--- src/rtl/gray_sequencer.sv ---
// gray_sequencer
//   Streaming Gray-code source. A binary index counter is presented together
//   with its reflected Gray encoding (gray = idx ^ (idx >> 1)) on a
//   valid/ready output. The index steps by one per accepted transfer.
//
// Handshake: a word transfers on a rising edge where out_valid && out_ready.
//   out_valid is a pure register output and never looks at out_ready. While
//   out_valid=1 and out_ready=0, idx/gray/wrap/out_valid hold stable.
//
// Configuration macro: GRAY_SEQ_DOWN_EN
//   defined   : dir selects up (1) or down (0) stepping, with down-wrap.
//   undefined : dir is ignored (treated as 1). Only the incrementer is built.
//
// Ports
//   clk        in   rising-edge clock
//   resetn     in   asynchronous active-low reset
//   load       in   load request (highest priority after reset)
//   load_idx   in   [DATA_WIDTH] start index for a load
//   en         in   run enable
//   dir        in   step direction, 1 = up, 0 = down
//   out_ready  in   downstream ready
//   out_valid  out  output word valid (state ACTIVE)
//   gray       out  [DATA_WIDTH] Gray encoding of idx
//   idx        out  [DATA_WIDTH] current binary index
//   wrap       out  presented word came from a wrap-around step
//   dbg_state  out  FSM state, 0 = IDLE, 1 = ACTIVE
module gray_sequencer #(
  parameter int DATA_WIDTH = 16
) (
  input  logic                  clk,
  input  logic                  resetn,
  input  logic                  load,
  input  logic [DATA_WIDTH-1:0] load_idx,
  input  logic                  en,
  input  logic                  dir,
  input  logic                  out_ready,
  output logic                  out_valid,
  output logic [DATA_WIDTH-1:0] gray,
  output logic [DATA_WIDTH-1:0] idx,
  output logic                  wrap,
  output logic                  dbg_state
);

  typedef enum logic {
    S_IDLE   = 1'b0,
    S_ACTIVE = 1'b1
  } state_t;

  localparam logic [DATA_WIDTH-1:0] ONE      = {{(DATA_WIDTH-1){1'b0}}, 1'b1};
  localparam logic [DATA_WIDTH-1:0] ALL_ONES = {DATA_WIDTH{1'b1}};

  state_t                r_state;
  logic [DATA_WIDTH-1:0] r_idx;
  logic [DATA_WIDTH-1:0] r_gray;
  logic                  r_wrap;

  state_t                w_state_nxt;
  logic [DATA_WIDTH-1:0] w_idx_nxt;
  logic                  w_wrap_nxt;
  logic [DATA_WIDTH-1:0] w_idx_step;
  logic                  w_step_wrap;

  // Value and wrap flag of a single step away from the current index.
`ifdef GRAY_SEQ_DOWN_EN
  assign w_idx_step  = dir ? (r_idx + ONE) : (r_idx - ONE);
  assign w_step_wrap = dir ? (r_idx == ALL_ONES) : (r_idx == '0);
`else
  logic w_unused_dir;
  assign w_unused_dir = dir;
  assign w_idx_step   = r_idx + ONE;
  assign w_step_wrap  = (r_idx == ALL_ONES);
`endif

  always_comb begin
    w_state_nxt = r_state;
    w_idx_nxt   = r_idx;
    w_wrap_nxt  = r_wrap;
    if (load) begin
      // A transfer coinciding with a load is discarded.
      w_state_nxt = S_ACTIVE;
      w_idx_nxt   = load_idx;
      w_wrap_nxt  = 1'b0;
    end else begin
      unique case (r_state)
        S_IDLE: begin
          if (en) w_state_nxt = S_ACTIVE;
        end
        S_ACTIVE: begin
          if (out_ready) begin
            if (en) begin
              w_idx_nxt  = w_idx_step;
              w_wrap_nxt = w_step_wrap;
            end else begin
              // Last word consumed; go quiet without re-issuing it.
              w_state_nxt = S_IDLE;
            end
          end
        end
        default: w_state_nxt = S_IDLE;
      endcase
    end
  end

  // gray is registered from the next index so it is always enc(idx).
  always_ff @(posedge clk or negedge resetn) begin
    if (!resetn) begin
      r_state <= S_IDLE;
      r_idx   <= '0;
      r_gray  <= '0;
      r_wrap  <= 1'b0;
    end else begin
      r_state <= w_state_nxt;
      r_idx   <= w_idx_nxt;
      r_gray  <= w_idx_nxt ^ (w_idx_nxt >> 1);
      r_wrap  <= w_wrap_nxt;
    end
  end

  assign out_valid = (r_state == S_ACTIVE);
  assign idx       = r_idx;
  assign gray      = r_gray;
  assign wrap      = r_wrap;
  assign dbg_state = r_state;

endmodule

--- config.mk ---
export PLATFORM = sky130hd
export DESIGN_NAME = gray_sequencer
export DESIGN_NICKNAME = d
export VERILOG_FILES = /design/src/rtl/gray_sequencer.sv
export SDC_FILE = /design/constraint.sdc
export NUM_CORES = 1
export LEC_CHECK = 0
export CORE_ASPECT_RATIO = 2
export CORE_UTILIZATION = 48
export DETAILED_ROUTE_END_ITERATION = 16
export PLACE_DENSITY = 0.86
export SYNTH_ARGS = -nofsm -noshare
export SYNTH_HDL_FRONTEND = slang
export SYNTH_SLANG_ARGS = --single-unit
--- constraint.sdc ---
create_clock -name clk -period 3.3 [get_ports clk]
set_input_delay 0.825 -clock clk [delete_from_list [all_inputs] [get_ports clk]]
set_output_delay 0.825 -clock clk [all_outputs]
set_load 0.1 [all_outputs]
==> impl_metrics.py, run 1 <==
metrics = {
    "min_path": {
        "hold_class": "reg -> reg",
        "worstHoldPathCells": 2,
    },
    "yosys": {
        "synth_edf_count": 0,
        "ys_async_sr_fraction_pct": 100.0,
        "synthTopCellsByCount": "33 x dfrtp_1, 20 x xor2_1, 13 x inv_1, 11 x nand2_1",
        "synth_top_cell_area_share_pct": 49.62,
        "yosysSeqAreaShare_pct": 49.62,
        "mappedNetlistArea_um2": 1664,
        "synthCells": 144,
        "synth.most_common_cell": "dfrtp_1",
        "ys_types": 28,
        "yosysTopAreaCell": "dfrtp_1",
        "synth_ff_type": "dfrtp_1",
        "syn_area_per_cell_um2": 11.56,
        "synth_warnings": 0,
        "synth.net_count": 167,
        "yosys-top-cells-area": "dfrtp_1 50%, xor2_1 11%, mux2i_1 6.0%",
        "ys_ff_latch": 33,
    },
    "drt": {
        "wl_per_cell_um": 15.20,
        "dr_total_vias": 1266,
        "routed_wl_mm": 3.557,
        "drtAntennaViolNets": 0,
        "drcViolationCount": 2,
        "drt_iter0_markers": 46,
        "dr.pass1.iters": 10,
        "via_per_inst": 5.410,
    },
    "timing": {
        "worst_pin_slew_ns": 0.4743,
        "final-hold-violation-count": 0,
        "rsz0062_at_grt": "false",
        "period_share_pct": 82.33,
        "fin_crit_ns": 2.717,
        "slew_viol_final": 0,
        "fin_skew_ns": 0.003938,
        "maxSlewHeadroom_pct": 68.05,
        "setup_viol": 0,
        "fmax_mhz": 368.1,
        "fin_setup_tns_ns": 0,
    },
    "power_and_ir_drop": {
        "powerDensity_nw_per_um2": 677.9,
        "pwr-share-clk_pct": 19.4,
        "power.switching_mw": 0.7286,
        "ir_worst_vdd_mv": 0.4463,
        "switching_share_pct": 47.99,
        "power_frac_comb_pct": 47.3,
        "leakage_nw": 1.069,
        "internal-power_mw": 0.7897,
        "p_seq_share_pct": 33.3,
    },
    "clock_network": {
        "cts_resized": 0,
        "clkTransAtPathRegs_ns": 0.06,
        "htree_levels": 2,
        "clockRootBuffer": "clkbuf_8",
        "cts_tree": "done",
        "clock-sinks": 33,
        "insertion_delay_ns": 0.28,
        "cts.path.max_buffers": 2,
        "cts_setup_buffers": 0,
        "cts_hold_buffers": 0,
        "cts_inserted_buffers": 5,
    },
    "worst_setup_path": {
        "worstPathRequired_ns": 3.46,
        "worst-setup-path-type": "in -> reg",
        "reg2reg_slack_ns": 1.05,
        "crit_fanout": 7,
        "crit_path_end_kind": "flop",
        "r2r_cells": 6,
        "crit_arrival_ns": 2.88,
        "critical_path.slowest_cell": "clkdlybuf4s50_1",
        "crit_chain": "clkdlybuf4s50_1 -> nand4_4 -> nor4_2 -> xnor2_1 -> xnor3_1 -> mux2_2",
        "crit_path_start_kind": "primary input",
        "critical-path-max-stage-delay_ns": 0.58,
    },
    "layout": {
        "multi_input_area_um2": 762.0,
        "regArea_um2": 825.8,
        "fillCellCount": 254,
        "finish.net_count": 226,
        "drive_gt1_share_pct": 27.09,
        "post-route-cell-area_um2": 2240,
        "antenna_cells": 0,
        "syn_to_final_growth_pct": 34.59,
    },
    "place": {
        "io_buffer_count": 55,
        "place.gp.congestion": 0.8145,
        "placed_cell_area_um2": 2153,
        "dp_hpwl_mm": 2.735,
    },
    "grt": {
        "overflow": 0,
        "antenna_found_initial": 0,
        "grt_max_degree": 34,
        "grt_pass1_wl_mm": 5.768,
        "grt_usage_pct": 21.05,
        "grt_pass1_vias": 1309,
    },
    "floorplanning": {
        "io_pins": 57,
        "placeableCoreArea_um2": 3229,
        "dieArea_um2": 3721,
        "die_w_um": 43.64,
        "initial_utilization_pct": 51.53,
        "die_h_um": 85.27,
        "rows": 29,
    },
    "outcome": {
        "status": "complete, but fails checks",
        "violations": "DRC",
    },
    "run": {
        "drv_cap": 0,
    },
}
-- path summary, 6_finish.rpt --
check,start,end
worst min register to register,wrap,wrap
min in group asynchronous,resetn,gray[0]
worst min-delay path,wrap,wrap
worst max-delay path,en,gray[14]
max in group asynchronous,resetn,idx[9]
worst max register to register,idx[0],gray[14]
-- layout make-up --
type / count / area share [%]
multi-input cells: 93 / 34.02
repair buffers: 57 / 21.34
well taps: 31 / 1.732
flip-flops and latches: 33 / 36.87
clock buffers: 7 / 3.855
inverters: 13 / 2.179
-- state kept, by name (all words and copies together), names as in the netlist --
name,flops
gray,16
wrap,1
idx,15
dbg_state,1
-- layout by cell type (no fill, tap or decap) --
cell type        count
a21oi_1              2
and2_1               1
and3_2               1
buf_4               37
clkbuf_1             1
clkbuf_8             6
clkdlybuf4s50_1     20
dfrtp_1             33
ha_1                 1
inv_1               13
mux2_2               5
mux2i_1             10
nand2_1             11
nand3_1              1
nand3_2              1
nand4_1              6
nand4_2              1
nand4_4              1
nor2_1               5
nor3_1               2
nor3_2               1
nor4_1               5
nor4_2               1
o21ai_0              3
o21ai_1              1
o21ai_2              1
xnor2_1             10
xnor3_1              3
xor2_1              20
-- power groups by stage --
stage	Combinational, mW	Clock [mW]	Sequential (mW)
detailed placement	0.721	0	0.512
CTS	0.723	0.302	0.505
floorplan	0.127	0	0.940
global route	0.742	0.325	0.511
global placement	0.713	0	0.511
finish	0.718	0.294	0.506
-- metrics by stage --
| step | power, mW | utilization (%) | worst slack, ns | hold WS [ns] | cells |
|---|---|---|---|---|---|
| floorplan | 1.066 | - | 0.5861 | 0.5294 | 144 |
| finish | 1.518 | 69.35 | 0.5830 | 0.5350 | 234 |
| detailed placement | 1.233 | 66.68 | 0.3153 | 0.5321 | 227 |
| global route | 1.578 | 69.35 | 0.5093 | 0.5560 | 234 |
| CTS | 1.530 | 69.35 | 0.5915 | 0.5407 | 234 |
| global placement | 1.225 | 66.68 | 0.3446 | 0.5237 | 227 |
-- metal layers --
layer / track usage, % / vias up / share of wire, %
met5: 0 / - / 0
met4: 9.375 / 0 / 2.5
met3: 4.468 / 11 / 4.3
met2: 40.03 / 44 / 61
met1: 20.06 / 615 / 33
li1: - / 596 / -
-- cells by family after synthesis --
family          synth area share, %
compound gates                2.330
xor+xnor                      19.85
fa+ha+maj                    0.7518
buf+inv                       4.586
flops                         49.62
mux                           9.398
simple gates                  13.46
-- critical path, delay by kind of cell --
family        cells  cell delay, ns
simple gates      2            0.54
xor+xnor          2            0.67
buf+inv           1            0.58
mux               1            0.26
(Power assumes the default switching activity.)
==> run 2: changes to the inputs <==
--- a/config.mk
+++ b/config.mk
@@ -6,9 +6,9 @@
 export NUM_CORES = 1
 export LEC_CHECK = 0
 export CORE_ASPECT_RATIO = 2
-export CORE_UTILIZATION = 48
+export CORE_UTILIZATION = 45
 export DETAILED_ROUTE_END_ITERATION = 16
-export PLACE_DENSITY = 0.86
+export PLACE_DENSITY = 0.81
 export SYNTH_ARGS = -nofsm -noshare
 export SYNTH_HDL_FRONTEND = slang
 export SYNTH_SLANG_ARGS = --single-unit
==> constraint.sdc (replaced) <==
create_clock -name clk -period 2.77 [get_ports clk]
set_input_delay 0.6925 -clock clk [delete_from_list [all_inputs] [get_ports clk]]
set_output_delay 0.6925 -clock clk [all_outputs]
set_load 0.1 [all_outputs]
==> impl_metrics.py, run 2 (synthesis results as in run 1) <==
metrics = {
    "outcome": {
        "status": "finished clean",
    },
    "grt": {
        "grt_usage_pct": 20.72,
        "grt_max_degree": 34,
        "overflow": 0,
        "grt_pass1_vias": 1259,
        "antenna_found_initial": 0,
        "grt_pass1_wl_mm": 5.858,
    },
    "drt": {
        "dr.pass1.iters": 4,
        "drtAntennaViolNets": 0,
        "drt_iter0_markers": 27,
        "wl_per_cell_um": 13.91,
        "routed_wl_mm": 3.560,
        "dr_total_vias": 1253,
        "via_per_inst": 4.895,
        "drcViolationCount": 0,
    },
    "timing": {
        "setup_viol": 0,
        "fin_crit_ns": 2.462,
        "slew_viol_final": 0,
        "hold_ws_ns": 0.5395,
        "worst_pin_slew_ns": 0.5570,
        "fmax_mhz": 406.2,
        "rsz0062_at_grt": "false",
        "period_share_pct": 88.88,
        "fin_skew_ns": 0.007998,
        "maxSlewHeadroom_pct": 62.48,
        "final-hold-violation-count": 0,
    },
    "power_and_ir_drop": {
        "ir_worst_vdd_mv": 0.4730,
        "power.switching_mw": 0.8803,
        "leakage_nw": 1.098,
        "power_frac_comb_pct": 46.2,
        "switching_share_pct": 47.56,
        "internal-power_mw": 0.9704,
        "pwr-share-clk_pct": 21.2,
        "fin_total_pwr_mw": 1.851,
        "p_seq_share_pct": 32.5,
        "powerDensity_nw_per_um2": 802.6,
    },
    "worst_setup_path": {
        "crit_path_end_kind": "flop",
        "crit_path_start_kind": "primary input",
        "worst-setup-path-type": "in -> reg",
        "crit_fanout": 4,
        "crit_arrival_ns": 2.64,
        "worstPathRequired_ns": 2.95,
    },
    "layout": {
        "antenna_cells": 0,
        "stdcell_count": 256,
        "multi_input_area_um2": 762.0,
        "syn_to_final_growth_pct": 38.57,
        "final_cell_mix": "41 x buf_4, 33 x dfrtp_1, 20 x xor2_1, 20 x clkdlybuf4s50_1, 13 x inv_1",
        "layout_commonest_cell": "buf_4",
        "regArea_um2": 825.8,
        "drive_gt1_share_pct": 29.33,
        "largest_reg_flops": 16,
        "post-route-util_pct": 66.78,
        "fillCellCount": 311,
        "finish.net_count": 230,
    },
    "floorplanning": {
        "dieArea_um2": 3960,
        "initial_utilization_pct": 48.19,
        "io_pins": 57,
        "placeableCoreArea_um2": 3453,
        "rows": 30,
        "die_w_um": 45,
        "die_h_um": 88,
    },
    "clock_network": {
        "cts_tree": "done",
        "cts_hold_buffers": 0,
        "cts_resized": 0,
        "cts_setup_buffers": 0,
        "insertion_delay_ns": 0.29,
        "cts.path.max_buffers": 2,
        "htree_levels": 2,
        "clockRootBuffer": "clkbuf_8",
        "clkTransAtPathRegs_ns": 0.07,
        "cts_inserted_buffers": 5,
        "clock-sinks": 33,
    },
    "place": {
        "dp_cells": 248,
        "dp_hpwl_mm": 2.731,
        "io_buffer_count": 55,
        "place.gp.congestion": 0.7904,
    },
    "run": {
        "drv_cap": 0,
    },
    "min_path": {
        "hold_class": "reg -> reg",
    },
}
==> run 2: cell types whose count changed in the layout (fill, tap and decap cells not counted), sizes merged <==
cell / change
buf: +4
clkinv: +1
==> run 2: area by class of cell <==
class	instances	area share, %
clock inverter	1	0.2170
timing repair buffer	61	22.03
inverter	13	2.116
sequential	33	35.81
multi-input combinational	93	33.04
tap	48	2.604
clock buffer	7	4.178
==> run 2: power groups by stage <==
| stage | combinational (mW) | clock, mW | sequential [mW] |
|---|---|---|---|
| 6_report | 0.856 | 0.393 | 0.602 |
| 2_1_floorplan | 0.151 | 0 | 1.12 |
| 3_3_place_gp | 0.853 | 0 | 0.608 |
| 5_1_grt | 0.888 | 0.424 | 0.610 |
| 3_5_place_dp | 0.861 | 0 | 0.611 |
| 4_1_cts | 0.862 | 0.404 | 0.603 |
==> run 2: metrics by stage <==
step	setup slack (ns)	area, um^2	TNS [ns]
2_1_floorplan	0.05610	1664	0
6_report	0.3082	2306	0
5_1_grt	0.2119	2306	0
4_1_cts	0.3053	2306	0
3_3_place_gp	0.03329	2205	0
3_5_place_dp	-0.006049	2205	-0.006049
==> run 2: path summary, 6_finish.rpt <==
path                                start       end  slack, ns  depth (start not counted)
worst max register to register     idx[0]  gray[13]       0.64                          6
worst max-delay path            out_ready  gray[13]       0.31                          6
max in group asynchronous          resetn   idx[12]       1.67                          2
min in group asynchronous          resetn    idx[0]       0.79                          2
worst min-delay path                 wrap      wrap       0.54                          2
worst min register to register       wrap      wrap       0.54                          2
==> run 2: critical path: stages <==
cell and delay, ns:
clkdlybuf4s50_1 0.58, nand4_4 0.14, nor4_2 0.32, xnor2_1 0.26
xnor3_1 0.38, mux2_2 0.26
==> run 2: routing by layer <==
layer / global-route usage, % / wire [um]
met1: 21.85 / 1234
met2: 36.10 / 2054
met3: 3.711 / 151
met4: 12.95 / 120
met5: 0 / 0
==> run 3: changes to the inputs <==
--- a/config.mk
+++ b/config.mk
@@ -6,9 +6,10 @@
 export NUM_CORES = 1
 export LEC_CHECK = 0
 export CORE_ASPECT_RATIO = 2
-export CORE_UTILIZATION = 45
+export CORE_UTILIZATION = 25
 export DETAILED_ROUTE_END_ITERATION = 16
-export PLACE_DENSITY = 0.81
+export PLACE_DENSITY = 0.51
+export RECOVER_POWER = 100
 export SYNTH_ARGS = -nofsm -noshare
 export SYNTH_HDL_FRONTEND = slang
 export SYNTH_SLANG_ARGS = --single-unit
==> constraint.sdc (replaced) <==
create_clock -name clk -period 2.5 [get_ports clk]
set_input_delay 0.625 -clock clk [delete_from_list [all_inputs] [get_ports clk]]
set_output_delay 0.625 -clock clk [all_outputs]
set_load 0.1 [all_outputs]
==> impl_metrics.py, run 3 (synthesis results as in run 1) <==
metrics = {
    "outcome": {
        "status": "finished clean",
    },
    "floorplanning": {
        "initial_utilization_pct": 26.16,
        "rows": 41,
        "die_w_um": 59.69,
        "placeableCoreArea_um2": 6361,
        "die_h_um": 117.4,
        "io_pins": 57,
        "dieArea_um2": 7006,
    },
    "drt": {
        "drcViolationCount": 0,
        "routed_wl_mm": 3.900,
        "dr.pass1.iters": 3,
        "drtAntennaViolNets": 0,
        "via_per_inst": 4.189,
        "drt_iter0_markers": 16,
        "dr_total_vias": 1261,
        "wl_per_cell_um": 12.96,
    },
    "clock_network": {
        "cts_tree": "done",
        "cts_inserted_buffers": 5,
        "insertion_delay_ns": 0.27,
        "clock-sinks": 33,
        "clockRootBuffer": "clkbuf_16",
        "cts_resized": 0,
        "clkTransAtPathRegs_ns": 0.05,
        "cts_setup_buffers": 0,
        "cts.path.max_buffers": 2,
        "cts_hold_buffers": 0,
        "htree_levels": 2,
    },
    "layout": {
        "drive_gt1_share_pct": 23.26,
        "regArea_um2": 838.3,
        "layout_commonest_cell": "clkbuf_1",
        "post-route-util_pct": 36.94,
        "syn_to_final_growth_pct": 41.20,
        "largest_reg_flops": 16,
        "antenna_cells": 0,
        "fillCellCount": 714,
        "multi_input_area_um2": 768.2,
        "final_cell_mix": "28 x clkbuf_1, 23 x dfrtp_1, 20 x xor2_1",
        "post-route-cell-area_um2": 2350,
        "finish.net_count": 237,
    },
    "place": {
        "io_buffer_count": 55,
        "place.gp.congestion": 0.7837,
        "placed_cell_area_um2": 2330,
        "dp_hpwl_mm": 3.023,
    },
    "worst_setup_path": {
        "crit_fanout": 3,
        "worst-setup-path-type": "in -> reg",
        "crit_arrival_ns": 2.55,
        "worstPathRequired_ns": 2.66,
        "crit_path_start_kind": "primary input",
        "crit_path_end_kind": "flop",
    },
    "timing": {
        "slew_viol_final": 0,
        "fmax_mhz": 419.2,
        "worst_pin_slew_ns": 1.205,
        "maxSlewHeadroom_pct": 20.00,
        "final-hold-violation-count": 0,
        "fin_skew_ns": 0.003953,
        "setup_viol": 0,
        "hold_ws_ns": 0.5182,
        "rsz0062_at_grt": "false",
        "fin_crit_ns": 2.386,
        "period_share_pct": 95.43,
    },
    "run": {
        "drv_cap": 0,
    },
    "grt": {
        "grt_usage_pct": 12.56,
        "overflow": 0,
        "antenna_found_initial": 0,
        "grt_pass1_vias": 1333,
        "grt_max_degree": 34,
        "grt_pass1_wl_mm": 6.541,
    },
    "power_and_ir_drop": {
        "powerDensity_nw_per_um2": 920.2,
        "fin_total_pwr_mw": 2.162,
        "leakage_nw": 1.045,
        "ir_worst_vdd_mv": 0.3653,
    },
    "min_path": {
        "hold_class": "reg -> reg",
    },
}
## run 3: final cells by class
type	count	share of cell area, %
Sequential cell	33	35.68
Timing Repair Buffer	68	18.74
Tap cell	86	4.579
Multi-Input combinational cell	93	32.69
Inverter	13	2.077
Clock buffer	8	6.230
## run 3: per-layer routing
metal  vias up  global-route usage, %  share of wire, %
met5         -                      0                 0
met4         0                  6.105               2.3
met3         6                  2.315               3.6
met2        34                  23.13                60
met1       603                  12.57                34
li1        618                      -                 -
## run 3: worst paths after layout
kind                            startpoint  cells past startpoint        to  slack (ns)
worst max-delay path                    en                      6  gray[14]        0.11
worst min-delay path                  wrap                      2      wrap        0.52
worst max register to register      idx[0]                      6  gray[14]        0.45
worst min register to register        wrap                      2      wrap        0.52
max in group asynchronous           resetn                      2    idx[9]        0.97
min in group asynchronous           resetn                      2   gray[7]        0.97
## run 3: power by group
group	switching, mW	leakage, nW	internal (mW)
clock network	0.205	0.0712	0.396
registers	0.0569	0.378	0.615
logic	0.733	0.596	0.156
## run 3: worst max-delay path, cell delays in order
cell and delay [ns]:
dlygate4sd3_1 0.60, nand4_4 0.12, nor4_2 0.38, xnor2_2 0.20, xnor3_1 0.35, mux2_2 0.26
## run 3: per-stage QoR
| step | setup slack, ns | instances | TNS, ns |
|---|---|---|---|
| floorplan | 0.006604 | 144 | 0 |
| global placement | -0.1834 | 293 | -0.6594 |
| detailed placement | -0.2061 | 293 | -0.7541 |
| CTS | 0.07738 | 301 | 0 |
| global route | 0.02597 | 301 | 0 |
| finish | 0.1143 | 301 | 0 |
